===== src/rtl/nonce_scheduler.sv =====
// Mining-job sequencer for the pipelined keccak core: loads the header, issues one nonce per cycle,
// and matches gn_match against a CORE_LAT-deep delayed copy of each issued nonce.
module nonce_scheduler #(
  parameter int CORE_LAT = 24,
  parameter int NONCE_W  = 32
) (
  input  logic               clk,
  input  logic               reset,
  input  logic               job_valid,
  input  logic [NONCE_W-1:0] job_start,
  input  logic [NONCE_W-1:0] job_end,
  output logic               job_ready,
  output logic               hdr_we,
  output logic [NONCE_W-1:0] core_nonce,
  output logic               core_valid,
  input  logic               gn_match,
  output logic               found,
  output logic [NONCE_W-1:0] found_nonce,
  output logic               done,
  output logic               busy
);

  localparam int CNT_W = $clog2(CORE_LAT + 1);

  typedef enum logic [2:0] {
    S_IDLE  = 3'd0,
    S_LOAD  = 3'd1,
    S_RUN   = 3'd2,
    S_DRAIN = 3'd3,
    S_FOUND = 3'd4,
    S_DONE  = 3'd5
  } state_t;

  state_t             state_q, state_d;
  logic [NONCE_W-1:0] cur_q, cur_d;
  logic [NONCE_W-1:0] last_q, last_d;
  logic [CNT_W-1:0]   cnt_q, cnt_d;
  logic [NONCE_W-1:0] core_nonce_q, core_nonce_d;
  logic               core_valid_q, core_valid_d;
  logic               hdr_we_q, hdr_we_d;
  logic               found_q, found_d;
  logic [NONCE_W-1:0] found_nonce_q, found_nonce_d;
  logic               done_q, done_d;
  logic               job_ready_q, job_ready_d;
  logic               busy_q, busy_d;
  logic [CORE_LAT-1:0] dl_v_q, dl_v_d;
  logic [NONCE_W-1:0]  dl_n_q [CORE_LAT];
  logic [NONCE_W-1:0]  dl_n_d [CORE_LAT];
  logic               tail_hit;

  // The tail of the delay line lines up with the gn_match the core reports for that nonce.
  assign tail_hit = dl_v_q[CORE_LAT-1] & gn_match;

  always_comb begin
    state_d       = state_q;
    cur_d         = cur_q;
    last_d        = last_q;
    cnt_d         = cnt_q;
    core_nonce_d  = core_nonce_q;
    core_valid_d  = 1'b0;
    hdr_we_d      = 1'b0;
    found_d       = found_q;
    found_nonce_d = found_nonce_q;
    done_d        = done_q;
    dl_v_d[0]     = core_valid_q;
    dl_n_d[0]     = core_nonce_q;
    for (int i = 1; i < CORE_LAT; i++) begin
      dl_v_d[i] = dl_v_q[i-1];
      dl_n_d[i] = dl_n_q[i-1];
    end

    // A new job (accept or abort) outranks any match seen in the same cycle.
    if (job_valid) begin
      state_d       = S_LOAD;
      cur_d         = job_start;
      last_d        = job_end;
      hdr_we_d      = 1'b1;
      found_d       = 1'b0;
      found_nonce_d = {NONCE_W{1'b0}};
      done_d        = 1'b0;
      dl_v_d        = {CORE_LAT{1'b0}};
    end else begin
      case (state_q)
        S_LOAD: begin
          state_d      = S_RUN;
          core_valid_d = 1'b1;
          core_nonce_d = cur_q;
          cur_d        = cur_q + NONCE_W'(1);
        end
        S_RUN, S_DRAIN: begin
          if (tail_hit) begin
            state_d       = S_FOUND;
            found_d       = 1'b1;
            found_nonce_d = dl_n_q[CORE_LAT-1];
            dl_v_d        = {CORE_LAT{1'b0}};
          end else if (state_q == S_RUN) begin
            if (core_nonce_q == last_q) begin
              state_d = S_DRAIN;
              cnt_d   = {CNT_W{1'b0}};
            end else begin
              core_valid_d = 1'b1;
              core_nonce_d = cur_q;
              cur_d        = cur_q + NONCE_W'(1);
            end
          end else if (cnt_q == CNT_W'(CORE_LAT - 1)) begin
            state_d = S_DONE;
            done_d  = 1'b1;
          end else begin
            cnt_d = cnt_q + CNT_W'(1);
          end
        end
        S_IDLE, S_FOUND, S_DONE: begin
          state_d = state_q;
        end
        default: begin
          state_d = S_IDLE;
        end
      endcase
    end

    job_ready_d = (state_d == S_IDLE) || (state_d == S_FOUND) || (state_d == S_DONE);
    busy_d      = ~job_ready_d;
  end

  always_ff @(posedge clk) begin
    if (reset) begin
      state_q       <= S_IDLE;
      cur_q         <= {NONCE_W{1'b0}};
      last_q        <= {NONCE_W{1'b0}};
      cnt_q         <= {CNT_W{1'b0}};
      core_nonce_q  <= {NONCE_W{1'b0}};
      core_valid_q  <= 1'b0;
      hdr_we_q      <= 1'b0;
      found_q       <= 1'b0;
      found_nonce_q <= {NONCE_W{1'b0}};
      done_q        <= 1'b0;
      job_ready_q   <= 1'b1;
      busy_q        <= 1'b0;
      dl_v_q        <= {CORE_LAT{1'b0}};
    end else begin
      state_q       <= state_d;
      cur_q         <= cur_d;
      last_q        <= last_d;
      cnt_q         <= cnt_d;
      core_nonce_q  <= core_nonce_d;
      core_valid_q  <= core_valid_d;
      hdr_we_q      <= hdr_we_d;
      found_q       <= found_d;
      found_nonce_q <= found_nonce_d;
      done_q        <= done_d;
      job_ready_q   <= job_ready_d;
      busy_q        <= busy_d;
      dl_v_q        <= dl_v_d;
      dl_n_q        <= dl_n_d;
    end
  end

  assign job_ready   = job_ready_q;
  assign hdr_we      = hdr_we_q;
  assign core_nonce  = core_nonce_q;
  assign core_valid  = core_valid_q;
  assign found       = found_q;
  assign found_nonce = found_nonce_q;
  assign done        = done_q;
  assign busy        = busy_q;

endmodule


===== config.mk =====
export PLATFORM = sky130hd
export DESIGN_NAME = nonce_scheduler
export DESIGN_NICKNAME = d
export VERILOG_FILES = /design/src/rtl/nonce_scheduler.sv
export SDC_FILE = /design/constraint.sdc
export NUM_CORES = 1
export LEC_CHECK = 0
export BUFFER_PORTS_ARGS = -buffer_cell sky130_fd_sc_hd__buf_2
export CORE_MARGIN = 2
export CORE_UTILIZATION = 45
export DETAILED_ROUTE_END_ITERATION = 8
export GPL_TIMING_DRIVEN = 0
export PLACE_DENSITY = 0.63
export SLEW_MARGIN = 20
export SYNTH_ARGS = -nofsm -noshare
export SYNTH_HDL_FRONTEND = slang
export SYNTH_SLANG_ARGS = --single-unit

===== constraint.sdc =====
create_clock -name clk -period 31.2 [get_ports clk]
set_input_delay 6.24 -clock clk [delete_from_list [all_inputs] [get_ports clk]]
set_output_delay 6.24 -clock clk [all_outputs]
set_load 0.01 [all_outputs]

==> impl_metrics.tcl, run 1 <==
set metrics [dict create \
    viasPerCell 4.74 \
    sw_frac_of_total_pct 19.7 \
    ir_worst_vdd_mv 0.0362 \
    die_area_sq_um 68900 \
    maxSlewViolCount 0 \
    worst_pin_slew_ns 0.996 \
    cts_tree "done" \
    min_from "dl_n_d[632]$_DFFE_PN_" \
    syn-instance-count 1544 \
    max_freq_mhz 123 \
    p_switching_uw 501 \
    cts_max_level 3 \
    die_w_microns 263 \
    clk_pin_slew_ns 0.06 \
    cts_setup_buffers 0 \
    hold_viol 0 \
    synth_area_sq_um 30100 \
    grt_overflow_total 0 \
    place_ws_ns 22.40 \
    clkPwrFrac_pct 41.0 \
    final_cell_area_sq_um 34900 \
    drt_wl_total_mm 45.0 \
    crit_required_ns 31.67 \
    synth_area_leaders "edfxtp_1 77%, dfxtp_1 11%, mux2i_1 2.2%" \
    worstPathArrival_ns 8.59 \
    die_h_microns 263 \
    synth_edf_count 768 \
    postCtsResizedCells 0 \
    p_leak_uw 0.0125 \
    worstSetupStartpointType "input pin" \
    antenna_found_initial 2 \
    synthArstFlopShare_pct 0 \
    r2r_start "core_nonce[24]$_SDFFE_PP0P_" \
    initial_core_util_pct 45.6 \
    area_delta_synth_final_pct 16.2 \
    p_per_area_nw_per_um2 72.6 \
    seq_area_frac_synth_pct 87.7 \
    grt_usage_pct 12.9 \
    numCtsBuffers 92 \
    slew_headroom_pct 33.6 \
    rsz0062_at_grt "false" \
    syn_nets 1614 \
    dr_total_vias 12900 \
    portBuffers 136 \
    status "completed" \
    yosys.area.top_type "edfxtp_1" \
    comb_power_share_pct 2.3 \
    row_count 94 \
    drt_iter0_drc 763 \
    min_path_type "flip-flop to flip-flop" \
    drv_cap 0 \
    seqPwrFrac_pct 56.7 \
    ys_warn_count 0 \
    synth_area_per_cell_sq_um 19.5 \
    layout_common_cells "768 x edfxtp_1, 166 x dfxtp_1, 144 x buf_2" \
    dpl_cell_area_sq_um 32000 \
    clk_latency_ns 0.63 \
    nets 1851 \
    ys_types 53 \
    netlist.area_leader.share_pct 76.7 \
    clkSinkCount 934 \
    grt_pass1_vias 12700 \
    startpoint "job_valid" \
    drt-wirelength-per-cell_microns 16.5 \
    postRouteAntennaNets 0 \
    place_congestion 0.882 \
    path_class "input pin to flip-flop" \
    grt_max_degree 123 \
    path_max_fanout 10 \
    layout.cells.most_common "edfxtp_1" \
    drive_above_1_share_pct 17.7 \
    synth_flop_cell "edfxtp_1" \
    critical_path.endpoint_type "flip-flop" \
    fin_worst_skew_ns 0.0207 \
    drc 0 \
    cts_root_buffer "clkbuf_16" \
    setup_viol 0 \
    core-area_sq_um 66000 \
    grt_pass1_wl_mm 69.3 \
    cts_max_path_buffers 3 \
    boundaryPins 138 \
    fin_crit_ns 8.12 \
    final.period_utilization_pct 26.0 \
    finalWorstSetupSlack_ns 23.08 \
    synth-seq-cells 934 \
    place_hpwl_mm 27.1 \
    cts_hold_buffers 0 \
    intPower_uw 2040 \
    drtPass1Iterations 5 \
]
-- sequential cells by signal, indices dropped and copies added, names as in the netlist --
signal       count
done             1
cur_q           32
found            1
last_q          32
job_ready        1
dl_v_q          24
busy             1
found_nonce     32
core_valid       1
core_nonce      32
state_q          3
hdr_we           1
dl_n_q          32
cnt_q            5
dl_n_d         736
-- worst max-delay path, stage by stage --
cell and delay [ns]:
clkbuf_1 0.39, clkinv_1 0.45, nand2_1 0.61, clkbuf_1 0.67, o21ai_0 0.20
-- cell usage after synthesis, types with 3 or more instances --
| library cell | n |
|---|---|
| xor2_1 | 32 |
| a21boi_0 | 4 |
| mux2i_1 | 66 |
| xnor2_1 | 28 |
| o211ai_1 | 3 |
| o21ai_0 | 21 |
| nand2_1 | 99 |
| nor4_1 | 8 |
| dfxtp_1 | 166 |
| nor2_1 | 95 |
| and3_1 | 30 |
| nand4_1 | 7 |
| a21oi_1 | 59 |
| edfxtp_1 | 768 |
| nor3_1 | 6 |
| clkbuf_1 | 35 |
| a211oi_1 | 13 |
| buf_4 | 32 |
| nand3_1 | 15 |
| inv_1 | 5 |
| buf_2 | 8 |
-- routing by layer --
metal  vias up  global-route usage, %  wire length (microns)
met3       102                   3.44                   2240
met4         4                   4.63                   1230
met2       288                   19.8                  20300
met5         -                      0                     23
met1      6262                   17.9                  21100
li1       6246                      -                      -
-- kinds of logic after synthesis --
kind of cell	synth area share, %
multiplexers	2.23
buffers and inverters	1.53
XOR/XNOR	1.75
flip-flops	87.7
adder cells (fa/ha/maj)	0.0832
AND/OR/NAND/NOR	4.22
AO/OA/AOI/OAI	2.46
-- through the flow --
| stage | cells | hold slack, ns | setup TNS [ns] | power (uW) | util (%) |
|---|---|---|---|---|---|
| floorplan | 1544 | 0.400 | 0 | 1530 | - |
| global placement | 2544 | 0.400 | -191.60 | 1560 | 48.3 |
| detailed placement | 2551 | 0.405 | 0 | 1530 | 48.6 |
| CTS | 2720 | 0.400 | 0 | 2580 | 53.0 |
| global route | 2720 | 0.412 | 0 | 2640 | 53.0 |
| finish | 2721 | 0.398 | 0 | 2540 | 53.0 |
-- final cells by class --
type                            instances  area, sq um
Antenna cell                            1         2.50
Buffer                                 78          438
Clock buffer                          119         2460
Clock inverter                         50          444
Fill cell                            5182        31000
Inverter                                6         30.0
Multi-Input combinational cell        526         3230
Sequential cell                       934        26400
Tap cell                              864         1080
Timing Repair Buffer                  143          873
-- worst paths after layout --
check	cells past startpoint	slack (ns)	endpoint
worst max-delay path	5	23.08	cur_q[25]$_SDFFE_PP0P_
worst max register to register	8	28.06	cur_q[30]$_SDFFE_PP0P_
worst min-delay path	0	0.40	dl_n_d[600]$_DFFE_PN_
worst min register to register	0	0.40	dl_n_d[600]$_DFFE_PN_
-- power groups by stage --
stage / Combinational (uW) / Sequential (uW) / Clock (uW)
floorplan: 36.6 / 1490 / 0
global placement: 55.1 / 1510 / 0
detailed placement: 59.2 / 1470 / 0
CTS: 59.5 / 1440 / 1080
global route: 64.1 / 1440 / 1130
finish: 58.2 / 1440 / 1040
Note: power is estimated with default switching activity, not from simulation.
==> run 2, diff against run 1 <==
--- a/config.mk
+++ b/config.mk
@@ -10,7 +10,7 @@
 export CORE_UTILIZATION = 45
 export DETAILED_ROUTE_END_ITERATION = 8
 export GPL_TIMING_DRIVEN = 0
-export PLACE_DENSITY = 0.63
+export PLACE_DENSITY = 0.66
 export SLEW_MARGIN = 20
 export SYNTH_ARGS = -nofsm -noshare
 export SYNTH_HDL_FRONTEND = slang
==> constraint.sdc (replaced) <==
create_clock -name clk -period 6.9 [get_ports clk]
set_input_delay 1.38 -clock clk [delete_from_list [all_inputs] [get_ports clk]]
set_output_delay 1.38 -clock clk [all_outputs]
set_load 0.01 [all_outputs]
==> run 2 against run 1 <==
  * Routed wire length increased by 1.2%
  * First-iteration DRC count increased by 6.2%
  * Count of clock-buffer cells in the layout is 1 higher
  * Final cell count is 0.44% higher
  * Critical path type unchanged
  * Sequential power rose to 4.5 times the previous value
  * Critical endpoint is now cur_q[6]$_SDFFE_PP0P_
  * Global-route usage is 0.37 points higher
  * Design area grew 0.98%
  * Power grew to 4.6 times the previous value
==> impl_metrics.tcl, run 2 (synthesis gave the netlist of run 1 again) <==
set metrics [dict create \
    status "completed" \
    die_w_microns 263 \
    drt-wirelength-per-cell_microns 16.6 \
    cts_max_level 3 \
    intPower_uw 9330 \
    final.period_utilization_pct 48.5 \
    drtPass1Iterations 4 \
    maxSlewViolCount 0 \
    drive_above_1_share_pct 18.8 \
    postRouteAntennaNets 0 \
    cts_max_path_buffers 3 \
    clk_pin_slew_ns 0.06 \
    p_per_area_nw_per_um2 328 \
    cts_tree "done" \
    drt_iter0_drc 810 \
    worst_pin_slew_ns 0.897 \
    fin_crit_ns 3.35 \
    sw_frac_of_total_pct 19.4 \
    antenna_found_initial 3 \
    drc 0 \
    cts_hold_buffers 0 \
    dr_total_vias 13000 \
    rsz0062_at_grt "false" \
    grt_pass1_wl_mm 71.2 \
    multi_input_area_sq_um 3230 \
    layout.cells.most_common "edfxtp_1" \
    viasPerCell 4.77 \
    fin_util_pct 53.5 \
    clkSinkCount 934 \
    slew_headroom_pct 40.2 \
    crit_required_ns 7.37 \
    final_cell_area_sq_um 35300 \
    worstPathArrival_ns 3.81 \
    fin_worst_skew_ns 0.0192 \
    path_max_fanout 10 \
    grt_pass1_vias 13000 \
    boundaryPins 138 \
    p_switching_uw 2240 \
    place_congestion 0.880 \
    clk_latency_ns 0.63 \
    dpl.cell_count 2568 \
    max_freq_mhz 299 \
    comb_power_share_pct 2.5 \
    drv_cap 0 \
    nets 1864 \
    initial_core_util_pct 45.6 \
    postCtsResizedCells 0 \
    area_delta_synth_final_pct 17.3 \
    grt_overflow_total 0 \
    p_leak_uw 0.0127 \
    cts_setup_buffers 0 \
    portBuffers 136 \
    layout_common_cells "768 x edfxtp_1, 166 x dfxtp_1, 144 x buf_2" \
    cts_root_buffer "clkbuf_16" \
    critical_path.endpoint_type "flip-flop" \
    layoutNonFillerInstCount 2733 \
    die_h_microns 263 \
    register_area_sq_um 26400 \
    grt_max_degree 40 \
    path_class "input pin to flip-flop" \
    core-area_sq_um 66000 \
    worstSetupStartpointType "input pin" \
    seqPwrFrac_pct 56.2 \
    drt_wl_total_mm 45.5 \
    hold_viol 0 \
    die_area_sq_um 68900 \
    row_count 94 \
    clkPwrFrac_pct 41.3 \
    grt_usage_pct 13.3 \
    ir_worst_vdd_mv 0.179 \
    numCtsBuffers 88 \
    dpl_cell_area_sq_um 32300 \
    min_path_type "flip-flop to flip-flop" \
    fillers 5116 \
    largest_reg_flops 736 \
    setup_viol 0 \
    place_hpwl_mm 28.2 \
]
[run 2: cell types whose count changed in the layout (fill, tap and decap cells not counted), sizes merged]
cell / delta
clkinvlp: -6
clkinv: -3
clkbuf: +1
bufinv: +3
buf: +17
[run 2: layer usage]
layer | vias to the layer above | part of all wire (%) | global-route usage [%]
met5 | - | 0.029 | 0
met4 | 2 | 2.2 | 4.24
met3 | 79 | 5.6 | 3.52
met2 | 293 | 46 | 20.5
met1 | 6388 | 47 | 18.5
li1 | 6284 | - | -
[run 2: area by class of cell]
cell class	instances	share of cell area, %
clock inverters	44	1.34
repair buffers	160	3.35
diodes	1	0.00709
multi-input cells	526	9.16
clock buffers	120	6.99
plain buffers	78	1.24
inverters	6	0.0745
flip-flops and latches	934	74.8
well taps	864	3.06
[run 2: through the flow]
stage	setup TNS (ns)	setup slack [ns]	hold WS, ns	total power, uW
after floorplan	-5247.48	-6.43	0.400	6850
final	0	3.55	0.401	11600
after CTS	0	3.56	0.398	11700
after global routing	0	3.35	0.413	12000
after detailed placement	0	2.90	0.405	6920
after global placement	-8855.06	-13.92	0.400	6990
[run 2: worst paths after layout]
kind	start	end	slack (ns)	cells past startpoint
min	dl_n_d[265]$_DFFE_PN_	dl_n_d[233]$_DFFE_PN_	0.40	0
max reg2reg	core_nonce[24]$_SDFFE_PP0P_	cur_q[30]$_SDFFE_PP0P_	3.76	8
max	job_valid	cur_q[6]$_SDFFE_PP0P_	3.55	5
min reg2reg	dl_n_d[265]$_DFFE_PN_	dl_n_d[233]$_DFFE_PN_	0.40	0
[run 2: worst max-delay path, cell delays in order]
cell,delay [ns]
clkbuf_1,0.42
clkinv_1,0.48
nand2_1,0.62
clkbuf_1,0.70
o21ai_0,0.20
[run 2: power groups by stage]
stage	Clock [uW]	Sequential (uW)	Combinational (uW)
6_report	4780	6510	285
4_1_cts	4940	6510	290
3_5_place_dp	0	6630	289
3_3_place_gp	0	6740	249
2_1_floorplan	0	6690	166
5_1_grt	5160	6530	314
==> run 3, diff against run 2 <==
==> constraint.sdc (replaced) <==
create_clock -name clk -period 2.7 [get_ports clk]
set_input_delay 0.54 -clock clk [delete_from_list [all_inputs] [get_ports clk]]
set_output_delay 0.54 -clock clk [all_outputs]
set_load 0.01 [all_outputs]
==> run 3 against run 2 <==
  * Design area up 0.20%
  * Sequential cell count unchanged
  * Clock skew about the same
  * Sequential share of layout area down 0.12 points
  * Critical path type is now flip-flop to flip-flop
  * Non-clock buffer count up 3
  * Global-route usage about the same
  * Power rose to 2.6 times the previous value
  * Combinational power rose to 2.6 times the previous value
  * Routed wire length up 0.17%
  * Highest routed layer unchanged
  * Clock power rose to 2.6 times the previous value
  * First-iteration DRC count up 1.7%
==> impl_metrics.tcl, run 3 (synthesis gave the netlist of run 1 again) <==
set metrics [dict create \
    grt_usage_pct 13.3 \
    critical_path.endpoint_type "flip-flop" \
    layout_common_cells "768 x edfxtp_1, 158 x dfxtp_1, 143 x buf_2" \
    grt_max_degree 40 \
    place_hpwl_mm 28.2 \
    viasPerCell 4.78 \
    final_cell_area_sq_um 35400 \
    worstPathArrival_ns 3.08 \
    worst_pin_slew_ns 0.885 \
    drt-wirelength-per-cell_microns 16.7 \
    crit_chain "xor2_1 -> nor4_2 -> nand4_1 -> buf_4 -> o211ai_1 -> buf_2 -> a21oi_1 -> xnor2_1 -> a211oi_1" \
    path_class "flip-flop to flip-flop" \
    path_max_fanout 10 \
    register_area_sq_um 26400 \
    crit_required_ns 3.24 \
    grt_pass1_vias 13000 \
    diodes 0 \
    layout.cells.most_common "edfxtp_1" \
    status "completed" \
    place_congestion 0.880 \
    hold_viol 0 \
    postRouteAntennaNets 0 \
    setup_tns_ns 0 \
    slowest_stage "nor4_2" \
    hold_depth 3 \
    r2r.worst_path.cells 9 \
    boundaryPins 138 \
    drtPass1Iterations 5 \
    slowest_delay_ns 0.46 \
    largest_reg_flops 736 \
    cts_max_level 3 \
    drt_iter0_drc 824 \
    nets 1867 \
    antenna_found_initial 3 \
    clk_latency_ns 0.63 \
    clk_pin_slew_ns 0.07 \
    holdPathEnd "cur_q[22]$_SDFFE_PP0P_" \
    grt_overflow_total 0 \
    fin_worst_skew_ns 0.0195 \
    die_w_microns 263 \
    grt_pass1_wl_mm 71.3 \
    drt_wl_total_mm 45.6 \
    cts_root_buffer "clkbuf_16" \
    clkSinkCount 934 \
    area_delta_synth_final_pct 17.5 \
    cts_tree "done" \
    min_path_type "input pin to flip-flop" \
    drive_above_1_share_pct 19.6 \
    max_freq_mhz 394 \
    slew_headroom_pct 41.0 \
    rsz0062_at_grt "false" \
    ir_worst_vdd_mv 0.459 \
    numCtsBuffers 88 \
    fin_crit_ns 2.54 \
    dpl_cell_area_sq_um 32300 \
    portBuffers 136 \
    die_area_sq_um 68900 \
    reg2reg_slack_ns 0.16 \
    maxSlewViolCount 0 \
    core-area_sq_um 66000 \
    initial_core_util_pct 45.6 \
    dr_total_vias 13100 \
    r2r_start "core_nonce[23]$_SDFFE_PP0P_" \
    worstSetupStartpointType "flip-flop" \
    fillers 5115 \
    min_from "job_start[22]" \
    reg2reg_to "cur_q[30]$_SDFFE_PP0P_" \
    cts_max_path_buffers 3 \
    multi_input_area_sq_um 3260 \
    setup_viol 0 \
    layoutNonFillerInstCount 2735 \
    die_h_microns 263 \
    p_leak_uw 0.0127 \
    row_count 94 \
    drv_cap 0 \
    drc 0 \
    final.period_utilization_pct 94.0 \
    p_per_area_nw_per_um2 837 \
    dpl.cell_count 2568 \
]
-- run 3: layout make-up --
class / instances / share of cell area, %
Buffer: 78 / 1.26
Clock buffer: 120 / 6.97
Clock inverter: 44 / 1.33
Inverter: 6 / 0.0743
Multi-Input combinational cell: 526 / 9.22
Sequential cell: 934 / 74.7
Tap cell: 864 / 3.06
Timing Repair Buffer: 163 / 3.41
-- run 3: metrics by stage --
stage	setup slack [ns]	hold WS [ns]	power (uW)	utilization [%]
2_1_floorplan	-9.79	0.400	17500	-
3_3_place_gp	-17.28	0.400	17900	48.3
3_5_place_dp	-0.622	0.405	17700	49.0
4_1_cts	0.0436	0.0960	30000	53.5
5_1_grt	0.0505	0.130	30700	53.6
6_report	0.162	0.129	29600	53.6
-- run 3: worst max path at each step --
stage / startpoint / to / slack [ns] / cells past startpoint
floorplan: reset / cur_q[10]$_SDFFE_PP0P_ / -9.79 / 4
global placement: reset / cur_q[25]$_SDFFE_PP0P_ / -17.28 / 5
detailed placement: core_nonce[24]$_SDFFE_PP0P_ / cur_q[30]$_SDFFE_PP0P_ / -0.62 / 8
CTS: core_nonce[12]$_SDFFE_PP0P_ / cur_q[4]$_SDFFE_PP0P_ / 0.04 / 10
global route: core_nonce[24]$_SDFFE_PP0P_ / cur_q[29]$_SDFFE_PP0P_ / 0.05 / 10
finish: core_nonce[23]$_SDFFE_PP0P_ / cur_q[30]$_SDFFE_PP0P_ / 0.16 / 9
-- run 3: where the power goes --
part | internal (uW) | total [uW] | switching, uW
Clock | 7210 | 12200 | 5030
Combinational | 265 | 740 | 475
Sequential | 16400 | 16600 | 240
-- run 3: timing repair --
| item | in CTS | in global routing |
|---|---|---|
| hold buffers | 0 | 0 |
| endpoints found under the setup margin | 72 | 4 |
| gates resized for setup | 5 | 11 |
| setup buffers | 3 | 0 |
| pin swaps | 3 | 0 |
| hold endpoints to repair | 0 | 0 |
-- run 3: routing by layer --
layer / vias to the layer above / part of all wire, % / GRT usage, %
met2: 297 / 46 / 20.6
met4: 2 / 2.2 / 4.24
li1: 6279 / - / -
met1: 6414 / 47 / 18.5
met5: - / 0.029 / 0
met3: 79 / 5.3 / 3.52
-- run 3: worst max-delay path, delay by kind of cell (launching register included) --
family / cells / cell delay [ns]
DFF: 1 / 0.37
buffers and inverters: 2 / 0.49
and+or+nand+nor: 2 / 0.61
AOI/OAI and AO/OA: 3 / 0.63
xor gates and xnor gates: 2 / 0.35
